===== src/rtl/oci_trace_pkg.sv =====
// Shared definitions for the OCI direct-compressed-trace capture block.
//   - state_e    : capture phase (IDLE, RUN, DRAIN, DONE)
//   - DEF_*      : default geometry of one DCT record
//   - rec_w()    : width of one stored record {count, buffer}
package oci_trace_pkg;

  typedef enum logic [1:0] {
    ST_IDLE  = 2'd0,
    ST_RUN   = 2'd1,
    ST_DRAIN = 2'd2,
    ST_DONE  = 2'd3
  } state_e;

  localparam int DEF_ENTRY_W     = 2;
  localparam int DEF_MAX_ENTRIES = 15;
  localparam int DEF_CNT_W       = 4;

  // Stored record: entry count in the MSBs, masked entry buffer below it.
  function automatic int rec_w(input int entry_w, input int max_entries, input int cnt_w);
    return cnt_w + entry_w * max_entries;
  endfunction

endpackage


===== src/rtl/oci_trace_fifo.sv =====
// Synchronous show-ahead FIFO.
//   clk, reset : rising-edge clock, synchronous active-high reset
//   push/wdata : write request; accepted when not full, or when full and a pop
//                happens in the same cycle
//   pop        : read request; ignored while empty
//   rdata      : head record, valid whenever empty=0; driven to zero when empty
//   full/empty : occupancy flags decoded from the level register
//   level      : number of records held
module oci_trace_fifo #(
  parameter int WIDTH = 8,
  parameter int DEPTH = 16,
  localparam int AW = $clog2(DEPTH),
  localparam int LW = $clog2(DEPTH + 1)
) (
  input  logic             clk,
  input  logic             reset,
  input  logic             push,
  input  logic [WIDTH-1:0] wdata,
  input  logic             pop,
  output logic [WIDTH-1:0] rdata,
  output logic             full,
  output logic             empty,
  output logic [LW-1:0]    level
);

  logic [WIDTH-1:0] mem_q [DEPTH];
  logic [AW-1:0]    wr_ptr_q, wr_ptr_d;
  logic [AW-1:0]    rd_ptr_q, rd_ptr_d;
  logic [LW-1:0]    level_q, level_d;
  logic             push_ok, pop_ok;

  assign empty = (level_q == '0);
  assign full  = (level_q == LW'(DEPTH));
  assign level = level_q;
  // Head is read straight from storage, so rdata has no path from pop.
  assign rdata = empty ? '0 : mem_q[rd_ptr_q];

  always_comb begin
    pop_ok   = pop && !empty;
    // A full FIFO still takes a write when the head leaves this same cycle.
    push_ok  = push && (!full || pop_ok);
    wr_ptr_d = wr_ptr_q + AW'(push_ok);
    rd_ptr_d = rd_ptr_q + AW'(pop_ok);
    level_d  = level_q + LW'(push_ok) - LW'(pop_ok);
  end

  always_ff @(posedge clk) begin
    if (reset) begin
      wr_ptr_q <= '0;
      rd_ptr_q <= '0;
      level_q  <= '0;
    end else begin
      wr_ptr_q <= wr_ptr_d;
      rd_ptr_q <= rd_ptr_d;
      level_q  <= level_d;
    end
  end

  // Storage needs no reset: contents are unreachable once the pointers clear.
  always_ff @(posedge clk) begin
    if (push_ok) mem_q[wr_ptr_q] <= wdata;
  end

endmodule


===== src/rtl/cpu_qsys_oci_dct_capture.sv =====
// Captures DCT records from on-chip instrumentation into a FIFO and tracks
// the end-of-test phases so every record can be drained before done.
//   clk, reset          : rising-edge clock, synchronous active-high reset
//   enable              : arms capture (looked at only in IDLE)
//   dct_valid/buffer/count : incoming record; entries >= count are zeroed
//   drop_empty          : discard count==0 records
//   test_ending         : start draining
//   test_has_ended      : run finished (sticky once seen)
//   rd_ready/rd_valid/rd_data : valid/ready read port
//   level               : records held
//   overflow, bad_count : sticky error flags
//   drop_cnt            : saturating count of records lost to a full FIFO
//   done                : capture finished and FIFO drained
//   state_dbg           : current phase, encoded as oci_trace_pkg::state_e
// Read handshake: a record moves when rd_valid and rd_ready are both high on
// a rising edge; rd_data holds steady while rd_valid=1 and rd_ready=0.
module cpu_qsys_oci_dct_capture
  import oci_trace_pkg::*;
#(
  parameter int ENTRY_W     = DEF_ENTRY_W,
  parameter int MAX_ENTRIES = DEF_MAX_ENTRIES,
  parameter int CNT_W       = DEF_CNT_W,
  parameter int DEPTH       = 16,
  localparam int BUF_W = ENTRY_W * MAX_ENTRIES,
  localparam int REC_W = rec_w(ENTRY_W, MAX_ENTRIES, CNT_W),
  localparam int LVL_W = $clog2(DEPTH + 1)
) (
  input  logic             clk,
  input  logic             reset,
  input  logic             enable,
  input  logic             dct_valid,
  input  logic [BUF_W-1:0] dct_buffer,
  input  logic [CNT_W-1:0] dct_count,
  input  logic             drop_empty,
  input  logic             test_ending,
  input  logic             test_has_ended,
  input  logic             rd_ready,
  output logic             rd_valid,
  output logic [REC_W-1:0] rd_data,
  output logic [LVL_W-1:0] level,
  output logic             overflow,
  output logic             bad_count,
  output logic [15:0]      drop_cnt,
  output logic             done,
  output logic [1:0]       state_dbg
);

  state_e      state_q, state_d;
  logic        ended_q, ended_d;
  logic        overflow_q, overflow_d;
  logic        bad_q, bad_d;
  logic [15:0] drop_cnt_q, drop_cnt_d;
  logic        done_q, done_d;

  logic [BUF_W-1:0] masked_buf;
  logic             cnt_bad, want_push, pop_fire, lost;
  logic             fifo_full, fifo_empty;
  logic [LVL_W-1:0] fifo_level;

  oci_trace_fifo #(.WIDTH(REC_W), .DEPTH(DEPTH)) u_fifo (
    .clk   (clk),
    .reset (reset),
    .push  (want_push),
    .wdata ({dct_count, masked_buf}),
    .pop   (rd_ready),
    .rdata (rd_data),
    .full  (fifo_full),
    .empty (fifo_empty),
    .level (fifo_level)
  );

  // Entries past the reported count are stale; store them as zero.
  always_comb begin
    masked_buf = '0;
    for (int i = 0; i < MAX_ENTRIES; i++) begin
      if (i < int'(dct_count)) masked_buf[i*ENTRY_W +: ENTRY_W] = dct_buffer[i*ENTRY_W +: ENTRY_W];
    end
  end

  assign cnt_bad   = int'(dct_count) > MAX_ENTRIES;
  assign want_push = (state_q == ST_RUN) && dct_valid && !cnt_bad &&
                     !(drop_empty && (dct_count == '0));
  assign pop_fire  = !fifo_empty && rd_ready;
  assign lost      = want_push && fifo_full && !pop_fire;

  always_comb begin
    state_d    = state_q;
    ended_d    = ended_q;
    overflow_d = overflow_q | lost;
    bad_d      = bad_q | ((state_q == ST_RUN) && dct_valid && cnt_bad);
    drop_cnt_d = drop_cnt_q;
    if (lost && (drop_cnt_q != 16'hFFFF)) drop_cnt_d = drop_cnt_q + 16'd1;
    if (((state_q == ST_RUN) || (state_q == ST_DRAIN)) && test_has_ended) ended_d = 1'b1;

    case (state_q)
      ST_IDLE:  if (enable) state_d = ST_RUN;
      ST_RUN:   if (test_ending || test_has_ended) state_d = ST_DRAIN;
      // No pushes happen in DRAIN, so the post-edge level is level - pop.
      ST_DRAIN: if (ended_d && (fifo_level == LVL_W'(pop_fire))) state_d = ST_DONE;
      ST_DONE:  state_d = ST_DONE;
      default:  state_d = ST_IDLE;
    endcase

    done_d = (state_d == ST_DONE);
  end

  always_ff @(posedge clk) begin
    if (reset) begin
      state_q    <= ST_IDLE;
      ended_q    <= 1'b0;
      overflow_q <= 1'b0;
      bad_q      <= 1'b0;
      drop_cnt_q <= '0;
      done_q     <= 1'b0;
    end else begin
      state_q    <= state_d;
      ended_q    <= ended_d;
      overflow_q <= overflow_d;
      bad_q      <= bad_d;
      drop_cnt_q <= drop_cnt_d;
      done_q     <= done_d;
    end
  end

  assign rd_valid  = !fifo_empty;
  assign level     = fifo_level;
  assign overflow  = overflow_q;
  assign bad_count = bad_q;
  assign drop_cnt  = drop_cnt_q;
  assign done      = done_q;
  assign state_dbg = state_q;

endmodule


===== config.mk =====
export PLATFORM = sky130hd
export DESIGN_NAME = cpu_qsys_oci_dct_capture
export DESIGN_NICKNAME = d
export VERILOG_FILES = /design/src/rtl/oci_trace_pkg.sv /design/src/rtl/oci_trace_fifo.sv /design/src/rtl/cpu_qsys_oci_dct_capture.sv
export SDC_FILE = /design/constraint.sdc
export NUM_CORES = 1
export LEC_CHECK = 0
export ABC_CLOCK_PERIOD_IN_PS = 9000
export CORE_MARGIN = 1
export CORE_UTILIZATION = 45
export CTS_CLUSTER_DIAMETER = 60
export DETAILED_ROUTE_END_ITERATION = 16
export SLEW_MARGIN = 20
export SYNTH_ARGS = -nofsm -noshare
export SYNTH_HDL_FRONTEND = slang
export SYNTH_SLANG_ARGS = --single-unit

===== constraint.sdc =====
create_clock -name clk -period 9 [get_ports clk]
set_input_delay 0.9 -clock clk [delete_from_list [all_inputs] [get_ports clk]]
set_output_delay 0.9 -clock clk [all_outputs]
set_load 0.02 [all_outputs]

Word-level counts from Yosys, hierarchy flattened
Memories as Yosys holds them, arrays and structs flattened. A register that Yosys moved wholly into a read port is not among the register bits.
Index checks and enable logic that the tools add are counted.
{"block": "word_totals", "register_bits": 34, "ram_bits": 544, "in_bits": 42, "out_inout_bits": 61, "wordCells": 81, "memories": 1}
{"memory": "u_fifo.mem_q", "words": 16, "word_bits": 34, "read_ports": 1, "rd_clocked_by_memory_dff": 1, "write_ports": 1, "line": "oci_trace_fifo.sv:26", "text": "logic [WIDTH-1:0] mem_q [DEPTH];"}
{"block": "op_classes", "add_sub_neg": 5, "magnitude_cmp": 15, "eq_ne": 7, "mux": 24, "n_bitwise": 1, "n_reduce_logical": 20}
{"operator": "two-way mux 2 bit", "n": 18}
{"operator": "two-way mux 34 bit", "n": 1}
{"operator": "less-than comparator 4 bit, first input constant", "n": 7}
{"operator": "adder 16 x 1 -> 16 bit, second input constant", "n": 1}
{"operator": "less-than comparator 3 x 4 -> 1 bit, first input constant", "n": 4}
{"operator": "!= test 16 bit, second input constant", "n": 1}
{"operator": "logical AND 1 bit", "n": 10}
{"operator": "adder 4 x 1 -> 4 bit", "n": 2}
{"operator": "less-than comparator 1 x 4 -> 1 bit, first input constant", "n": 2}
{"operator": "less-than comparator 2 x 4 -> 1 bit, first input constant", "n": 2}
{"operator": "one-hot mux 2 bit (4 select lines)", "n": 1}
{"operator": "equality test 2 bit, second input constant", "n": 3}
{"operator": "adder 5 x 1 -> 5 bit", "n": 1}
{"operator": "equality test 5 x 1 -> 1 bit", "n": 1}
{"operator": "equality test 5 bit, second input constant", "n": 1}
{"operator": "zero test 5 bit", "n": 1}
{"operator": "subtractor 5 x 1 -> 5 bit", "n": 1}
{"operator": "zero test 1 bit", "n": 4}
{"operator": "zero test 4 bit", "n": 1}
{"operator": "two-way mux 4 bit", "n": 1}
{"operator": "logical OR 1 bit", "n": 3}
{"operator": "two-way mux 1 bit", "n": 3}
{"operator": "equality test 2 x 1 -> 1 bit, second input constant", "n": 1}
{"operator": "zero test 2 bit", "n": 1}
{"operator": "OR 1 bit", "n": 1}

Depth between registers and ports, before layout
Gate-level depths: netlist (run 1).
{"block": "depth", "word_depth": 8, "ltp_mapped": 16, "ltp_nobuf": 15}

Hierarchy
A second synthesis (run 1) with hierarchy kept.
{"block": "unflattened", "hier_cells": 1105, "hier_area_um2": 22846.9}
{"module": "oci_trace_fifo", "n_inst": 1, "cells_per_inst": 927, "area_each_um2": 21449.3, "seq_area_each_um2": 16595.9}
{"module": "cpu_qsys_oci_dct_capture", "n_inst": 1, "cells_per_inst": 178, "area_each_um2": 1397.6, "seq_area_each_um2": 420.4}

Worst setup path before layout (run 1)
Ideal clock, no wire load.
{"block": "synth_path", "path_kind": "input to register", "start": "in dct_count[1]", "end": "mem u_fifo.mem_q[0][0] (netlist name), enable pin", "setup_ns": 0.468, "t_arrival_ns": 4.442, "t_required_ns": 8.532, "path_slack_ns": 4.091, "path_stages": 6, "path_buffers": 1, "cell_sequence": "buf_2 > nor4_1 > a21oi_2 > and2b_1 > or3b_1 > nor3_1"}
{"block": "synth_between", "elab_chain_cells": 7}
{"item": "from (decl)", "line": "cpu_qsys_oci_dct_capture.sv:33", "text": "input logic [CNT_W-1:0] dct_count,"}
{"item": "zero test 4 bit", "line": "cpu_qsys_oci_dct_capture.sv:82", "text": "!(drop_empty && (dct_count == '0));"}
{"item": "logical AND 1 bit", "line": "cpu_qsys_oci_dct_capture.sv:82"}
{"item": "zero test 1 bit", "line": "cpu_qsys_oci_dct_capture.sv:82"}
{"item": "logical AND 1 bit", "line": "cpu_qsys_oci_dct_capture.sv:81", "text": "assign want_push = (state_q == ST_RUN) && dct_valid && !cnt_bad &&"}
{"item": "logical AND 1 bit", "line": "oci_trace_fifo.sv:41", "text": "push_ok = push && (!full || pop_ok);"}
{"item": "two-way mux 1 bit", "line": "oci_trace_fifo.sv:61", "text": "if (push_ok) mem_q[wr_ptr_q] <= wdata;"}
{"item": "two-way mux 1 bit (not written as such)", "line": "oci_trace_fifo.sv:61"}
{"item": "to (decl)", "line": "oci_trace_fifo.sv:26"}
No other way between the ends.

==> flow_summary.toml, run 1 <==
[synthesis]
synthTopCellsByCount = "edfxtp_1 (544), mux4_2 (170), nor2b_1 (52)"
synthesis.nets = 1106
synth.top_cell.area_share_pct = 72.0
yosysSeqAreaShare_pct = 75.0
synthArstFlopShare_pct = 0
ys.flop_type = "edfxtp_1"
synthMuxAreaShare_pct = 16.9
synthXorXnorAreaFrac_pct = 0.386
synth_edf_count = 544
synth_most_common_cell = "edfxtp_1"
synthTopCellsByArea = "edfxtp_1 (72%), mux4_2 (17%), dfxtp_1 (3.0%), nor2b_1 (1.4%), ha_1 (0.83%)"
ys_types = 50
ys_warn_count = 0
synth_fa_ha_area_share_pct = 0.915
yosys.area_share.simple_pct = 3.93
synth_compound_area_share_pct = 1.44
avgSynthCellArea_sq_um = 21.7
synth_top_family_by_area = "multiplexers"
synth_area_sq_um = 22700
synthCells = 1048
synth_seq_cells = 578
synth_top_area_cell = "edfxtp_1"

[clock_network]
cts_tree = "built"
htreeDepth = 2
cts_buffers = 60
post_cts_buffers = 0
cts.sinks = 578
clk_pin_slew_ns = 0.06
insertion_delay_ns = 0.61
root_buffer = "clkbuf_16"
clock_path_buffers = 3
hold_buffers = 0
post_cts_resized = 0

[die]
core_area_sq_um = 49400
die_area_sq_um = 51300
io_pins = 103
initial_core_util_pct = 46.0
die_w_um = 227
die_y_um = 227
rows = 81

[status]
status = "finished, final reports clean"

[sta]
worst_slack_ns = 3.97
fin_crit_ns = 5.03
tns_ns = 0
min_period_over_period_pct = 55.9
slew_viol_final = 0
hold_viol_final = 0
max_freq_mhz = 199
worst_slew_margin_rel_pct = 26.4
finalSetupViolCount = 0
rsz0062_at_grt = "false"
tightest_slew_ns = 1.10
skew_ns = 0.0144

[drt]
vias = 10882
via_per_inst = 5.71
drtIter0Drc = 975
drc_errors = 0
drt_first_pass_iters = 7
wirelength_um = 50200
routedWlPerCell_um = 26.4
final_antenna_net_count = 0

[global_routing]
globalRouteMet3Util_pct = 2.93
use_met1_pct = 28.7
use_met2_pct = 33.0
grt_pass1_vias = 11213
antenna_found_initial = 0
grt_first_pass_wirelength_um = 74000
grt_usage_pct = 20.3
top_usage_layer = "met2"
grt_max_degree = 109
grt_overflow_total = 0

[final_layout]
multi_input_area_sq_um = 5480
ff_latch_area_sq_um = 17000
drive_above_1_share_pct = 26.2
finalNonFillerCells = 1905
synthToLayoutAreaGrowth_pct = 17.1
nets = 1248
diodes = 0
fill_cells = 3816

[place]
dp.cells = 1792
place_ws_ns = 4.49
globalplace.congestion = 0.707
dpl.hpwl_um = 26500
port_buffers = 101

[min_path]
worstHoldPathType = "reg -> reg"

[critical_path]
critPathLaunchType = "flip-flop"
critPathKind = "reg -> out"
worstPathMaxFanout = 108
rrSetupSlack_ns = 5.76
setup.worst_path.end_class = "output pin"
required_ns = 8.10
critPathArrivalTime_ns = 4.13

[pwr]
p_leak_uw = 0.00829
powerDensity_nw_per_um2 = 263
ir_drop_mv = 0.169
power.total_uw = 6980

[flow_run]
cap_violations = 0
-- layout make-up --
cell class / instances / area share, %
timing repair buffer: 131 / 4.70
sequential: 578 / 64.1
clock buffer: 70 / 5.87
multi-input combinational: 404 / 20.6
inverter: 15 / 0.212
tap: 664 / 3.13
clock inverter: 43 / 1.37
-- cell families after synthesis --
| family | Yosys count |
|---|---|
| adders and majority gates | 16 |
| xor gates and xnor gates | 10 |
| buffers and inverters | 66 |
| other | 1 |
| and+or+nand+nor | 157 |
| AOI/OAI and AO/OA | 49 |
| DFF | 578 |
| muxes | 171 |
-- critical path, cell delays in order (launching register included) --
cell and delay, ns:
dfxtp_4 0.75, buf_12 0.57, mux4_2 0.62, mux4_2 0.49, nor2b_1 0.18, clkdlybuf4s50_1 0.58
-- flip-flops by register name, indices dropped and copies added, names as in the netlist --
register and count:
overflow 1, u_fifo.mem_q 544, done 1, u_fifo.rd_ptr_q 4, drop_cnt 16, state_dbg 2, ended_q 1, u_fifo.wr_ptr_q 4
u_fifo.level 5
-- placed cells by master (no fill, tap or decap), types with 9 or more instances in the layout --
cell             instances
nor2b_1                 51
buf_4                   29
mux4_2                 170
inv_1                   14
clkbuf_16               61
edfxtp_1               544
o21ai_0                 12
nor2_4                  12
and3_1                  11
ha_1                    15
clkdlybuf4s50_1        101
nand2_1                 10
clkinv_2                18
a21oi_1                 20
or3_1                   12
nor2_1                  20
clkinv_1                11
dfxtp_1                 30
clkbuf_1                 9
-- per-stage QoR --
step | util [%] | hold WS [ns] | area [sq um]
3_5_place_dp | 49.9 | 0.449 | 24600
5_1_grt | 53.8 | 0.495 | 26600
3_3_place_gp | 49.9 | 0.440 | 24600
6_report | 53.8 | 0.462 | 26600
2_1_floorplan | - | 0.424 | 22700
4_1_cts | 53.8 | 0.466 | 26600
-- power by group --
| part | total (uW) | switching [uW] | internal (uW) |
|---|---|---|---|
| sequential | 3070 | 87.2 | 2990 |
| clock | 2410 | 1020 | 1380 |
| combinational | 1500 | 721 | 782 |
-- layer usage --
metal | vias to the layer above | routed length [um]
met5 | - | 0
met4 | 0 | 1050
met3 | 83 | 2590
met2 | 328 | 24600
met1 | 5816 | 22000
li1 | 4655 | -
-- path summary, 6_finish.rpt --
kind | start | end | cells past startpoint
max | u_fifo.rd_ptr_q[0] | rd_data[20] | 5
min | ended_q | ended_q | 2
max reg2reg | state_dbg[0] | u_fifo.mem_q[4][23] | 7
min reg2reg | ended_q | ended_q | 2
No activity file was read; power rests on OpenSTA's default activity.
==> inputs of run 2 (changes only) <==
--- a/config.mk
+++ b/config.mk
@@ -5,7 +5,7 @@
 export SDC_FILE = /design/constraint.sdc
 export NUM_CORES = 1
 export LEC_CHECK = 0
-export ABC_CLOCK_PERIOD_IN_PS = 9000
+export ABC_CLOCK_PERIOD_IN_PS = 4300
 export CORE_MARGIN = 1
 export CORE_UTILIZATION = 45
 export CTS_CLUSTER_DIAMETER = 60
==> constraint.sdc (replaced) <==
create_clock -name clk -period 4.3 [get_ports clk]
set_input_delay 0.43 -clock clk [delete_from_list [all_inputs] [get_ports clk]]
set_output_delay 0.43 -clock clk [all_outputs]
set_load 0.02 [all_outputs]
==> run 2 against run 1 <==
- cell area rose by 0.81%
- combinational power rose by 120%
- worst hold slack worse by 0.0061 ns
- register-to-register slack lost 4.5 ns
- utilization rose by 0.44 points
- critical path depth unchanged
- final cell count grew 0.52%
- largest cell class unchanged
- sequential share of layout area down 0.52 points
- die area unchanged
==> flow_summary.toml, run 2 (same netlist as run 1, synthesis figures left out) <==
[critical_path]
critPathKind = "reg -> out"
worstPathMaxFanout = 23
crit_buf_inv = 2
critPathArrivalTime_ns = 3.43
critPathLaunchType = "flip-flop"
required_ns = 3.87
crit_chain = "buf_4, mux4_2, mux4_2, nor2b_1, clkdlybuf4s50_1"
cpPeakStageDelay_ns = 0.59
crit_family = "buffers and inverters"
cp_slowest_cell = "clkdlybuf4s50_1"
setup.worst_path.end_class = "output pin"
worst_path_most_repeated_cell = "mux4_2"

[clock_network]
post_cts_resized = 0
cts_buffers = 58
hold_buffers = 0
clock_path_buffers = 3
insertion_delay_ns = 0.62
cts_tree = "built"
post_cts_buffers = 0
root_buffer = "clkbuf_16"
htreeDepth = 2
clk_pin_slew_ns = 0.06
cts.sinks = 578

[final_layout]
multi_input_area_sq_um = 5490
nets = 1261
finalNonFillerCells = 1915
ff_latch_area_sq_um = 17000
diodes = 0
layout_common_cells = "edfxtp_1 (544), mux4_2 (170), clkdlybuf4s50_1 (101)"
synthToLayoutAreaGrowth_pct = 18.1
fill_cells = 3852
final_common_cell = "edfxtp_1"
top_register = "u_fifo.mem_q"
drive_above_1_share_pct = 26.8
largest_register_ffs = 544

[place]
port_buffers = 101
dp.cells = 1807
dpl.hpwl_um = 28400
globalplace.congestion = 0.749

[sta]
fin_crit_ns = 3.86
worst_slew_margin_rel_pct = 30.1
max_freq_mhz = 259
rsz0062_at_grt = "false"
tightest_slew_ns = 1.05
min_period_over_period_pct = 89.7
finalSetupViolCount = 0
slew_viol_final = 0
tns_ns = 0
skew_ns = 0.0160
hold_viol_final = 0

[drt]
vias = 10852
drt_first_pass_iters = 5
drtIter0Drc = 835
routedWlPerCell_um = 26.5
final_antenna_net_count = 0
wirelength_um = 50700
via_per_inst = 5.67
drc_errors = 0

[global_routing]
antenna_found_initial = 0
grt_max_degree = 69
grt_pass1_vias = 11163
grt_first_pass_wirelength_um = 74000
grt_usage_pct = 20.4
grt_overflow_total = 0

[status]
status = "finished, final reports clean"

[min_path]
worstHoldPathType = "reg -> reg"

[die]
core_area_sq_um = 49400
die_area_sq_um = 51300
die_w_um = 227
rows = 81
die_y_um = 227
initial_core_util_pct = 46.0
io_pins = 103

[pwr]
ir_drop_mv = 0.364
powerDensity_nw_per_um2 = 547
p_leak_uw = 0.00838

[flow_run]
cap_violations = 0
run 2: changes by cell type in the layout (fill, tap and decap cells not counted), sizes merged:
| cell | delta |
|---|---|
| buf | +15 |
| clkinv | -3 |
| bufinv | +2 |
| clkinvlp | -2 |
| inv | -2 |
run 2: worst min-delay path: stages (launching register included):
cell and delay [ns]:
dfxtp_1 0.31, a21oi_1 0.05, nor2_1 0.07
run 2: where the power goes:
group	internal [uW]	total, uW	switching [uW]
clock network	2930	5020	2090
registers	6250	6350	94.3
logic	1670	3290	1610
run 2: final timing paths:
kind / startpoint / to / slack [ns] / depth (start not counted)
worst max-delay path: u_fifo.rd_ptr_q[0] / rd_data[24] / 0.44 / 5
worst min-delay path: ended_q / ended_q / 0.46 / 2
worst max register to register: state_dbg[0] / u_fifo.mem_q[0][14] / 1.28 / 7
worst min register to register: ended_q / ended_q / 0.46 / 2
run 2: area by class of cell:
class	instances	share of cell area [%]
multi-input combinational	404	20.5
tap	664	3.10
inverter	15	0.210
timing repair buffer	146	5.50
sequential	578	63.6
clock inverter	38	1.44
clock buffer	70	5.67
run 2: through the flow:
step | cell area, sq um | hold slack, ns | util [%] | setup slack, ns | total power, uW
after floorplan | 22700 | 0.424 | - | 0.0147 | 8680
after global routing | 26800 | 0.492 | 54.3 | 0.269 | 15200
after global placement | 24900 | 0.444 | 50.4 | 0.712 | 9830
final | 26800 | 0.456 | 54.3 | 0.445 | 14700
after detailed placement | 24900 | 0.444 | 50.4 | 0.654 | 9840
after CTS | 26800 | 0.459 | 54.2 | 0.347 | 14900
run 2: per-layer routing:
layer / track usage [%] / part of all wire [%] / vias to the layer above
met5: 0 / 0 / -
met4: 4.56 / 1.6 / 0
met3: 3.78 / 5.1 / 69
met2: 33.9 / 50 / 289
met1: 28.1 / 43 / 5823
li1: - / - / 4671
==> inputs of run 3 (changes only) <==
--- a/config.mk
+++ b/config.mk
@@ -6,6 +6,7 @@
 export NUM_CORES = 1
 export LEC_CHECK = 0
 export ABC_CLOCK_PERIOD_IN_PS = 4300
+export CAP_MARGIN = 20
 export CORE_MARGIN = 1
 export CORE_UTILIZATION = 45
 export CTS_CLUSTER_DIAMETER = 60
==> run 3 against run 2 <==
- die area stayed put
- final cell count hardly changed
- maximum frequency about the same
- clock skew is essentially flat
- utilization hardly changed
==> flow_summary.toml, run 3 (same netlist as run 1, synthesis figures left out) <==
[status]
status = "finished, final reports clean"

[sta]
hold_ws_ns = 0.456
finalSetupViolCount = 0
fin_crit_ns = 3.86
worst_slew_margin_rel_pct = 29.4
min_period_over_period_pct = 89.7
max_freq_mhz = 259
worst_slack_ns = 0.445
tns_ns = 0
rsz0062_at_grt = "false"
tightest_slew_ns = 1.06
hold_viol_final = 0
slew_viol_final = 0
skew_ns = 0.0161

[global_routing]
grt_pass1_vias = 11163
grt_usage_pct = 20.4
grt_max_degree = 69
antenna_found_initial = 0
grt_first_pass_wirelength_um = 74000
grt_overflow_total = 0

[final_layout]
fin_util_pct = 54.3
synthToLayoutAreaGrowth_pct = 18.1
top_register = "u_fifo.mem_q"
multi_input_area_sq_um = 5490
nets = 1262
final_common_cell = "edfxtp_1"
layout_common_cells = "edfxtp_1 (544), mux4_2 (170), clkdlybuf4s50_1 (101)"
largest_register_ffs = 544
diodes = 0
drive_above_1_share_pct = 26.8
finalNonFillerCells = 1916
ff_latch_area_sq_um = 17000
fill_cells = 3852

[clock_network]
htreeDepth = 2
hold_buffers = 0
post_cts_resized = 0
root_buffer = "clkbuf_16"
cts_tree = "built"
clk_pin_slew_ns = 0.06
insertion_delay_ns = 0.62
clock_path_buffers = 3
cts.sinks = 578
cts_buffers = 58
post_cts_buffers = 0

[place]
place_ws_ns = 0.654
globalplace.congestion = 0.749
port_buffers = 101
dp.cells = 1807
dpl.hpwl_um = 28400

[min_path]
min_to = "ended_q"
hold-path-cell-count = 2
hold_path_startpoint = "ended_q"
worstHoldPathType = "reg -> reg"

[die]
die_area_sq_um = 51300
io_pins = 103
rows = 81
initial_core_util_pct = 46.0
die_y_um = 227
die_w_um = 227
core_area_sq_um = 49400

[pwr]
clockPowerShare_pct = 34.3
power.internal_uw = 10900
p_comb_share_pct = 22.4
ir_drop_mv = 0.362
powerDensity_nw_per_um2 = 547
power.switching_uw = 3790
power_frac_seq_pct = 43.3
p_leak_uw = 0.00838
switching_share_pct = 25.9

[drt]
wirelength_um = 50700
vias = 10821
drtIter0Drc = 878
drc_errors = 0
final_antenna_net_count = 0
via_per_inst = 5.65
drt_first_pass_iters = 5
routedWlPerCell_um = 26.5

[critical_path]
r2r_cells = 7
rrSetupSlack_ns = 1.28
critPathKind = "reg -> out"
rr_startpoint = "state_dbg[0]"
critPathArrivalTime_ns = 3.43
startpoint = "u_fifo.rd_ptr_q[0]"
required_ns = 3.87
critPathLaunchType = "flip-flop"
worstReg2RegEnd = "u_fifo.mem_q[0][14]"
worstPathMaxFanout = 23
setup.worst_path.end_class = "output pin"

[flow_run]
cap_violations = 0
-- run 3: cell types whose count changed in the layout (fill, tap and decap cells not counted) --
cell,before,now
clkbuf_4,0,1
-- run 3: metrics by stage --
step,cell area [sq um],total power [uW]
3_5_place_dp,24900,9840
6_report,26800,14700
3_3_place_gp,24900,9830
4_1_cts,26800,14900
5_1_grt,26800,15200
2_1_floorplan,22700,8680
-- run 3: layout make-up --
cell class	instances	share of cell area (%)
clock buffer	70	5.66
clock inverter	38	1.44
inverter	15	0.210
multi-input combinational	404	20.5
sequential	578	63.6
tap	664	3.10
timing repair buffer	147	5.53
-- run 3: power by group through the flow --
| stage | logic (uW) | clock network [uW] | registers [uW] |
|---|---|---|---|
| floorplan | 2240 | 0 | 6440 |
| finish | 3290 | 5020 | 6350 |
| detailed placement | 3370 | 0 | 6470 |
| CTS | 3380 | 5130 | 6350 |
| global route | 3540 | 5330 | 6360 |
| global placement | 3360 | 0 | 6470 |
-- run 3: critical path, stage by stage, from the launching register on --
cell             delay, ns
dfxtp_4               0.52
buf_4                 0.47
mux4_2                0.57
mux4_2                0.47
nor2b_1               0.18
clkdlybuf4s50_1       0.58
-- run 3: how the worst max path moves through the flow --
stage                                      to  cells after the start  slack, ns
after global routing              rd_data[24]                      5       0.27
final                             rd_data[24]                      5       0.44
after detailed placement  u_fifo.mem_q[0][19]                      7       0.65
after global placement    u_fifo.mem_q[0][18]                      7       0.71
after CTS                         rd_data[28]                      5       0.35
after floorplan            u_fifo.mem_q[3][0]                      6       0.01
-- run 3: per-layer routing --
layer	up-vias	share of wire [%]	global-route usage, %
li1	4671	-	-
met1	5785	42	28.1
met2	296	51	33.9
met3	69	5.3	3.78
met4	0	1.6	4.56
met5	-	0	0
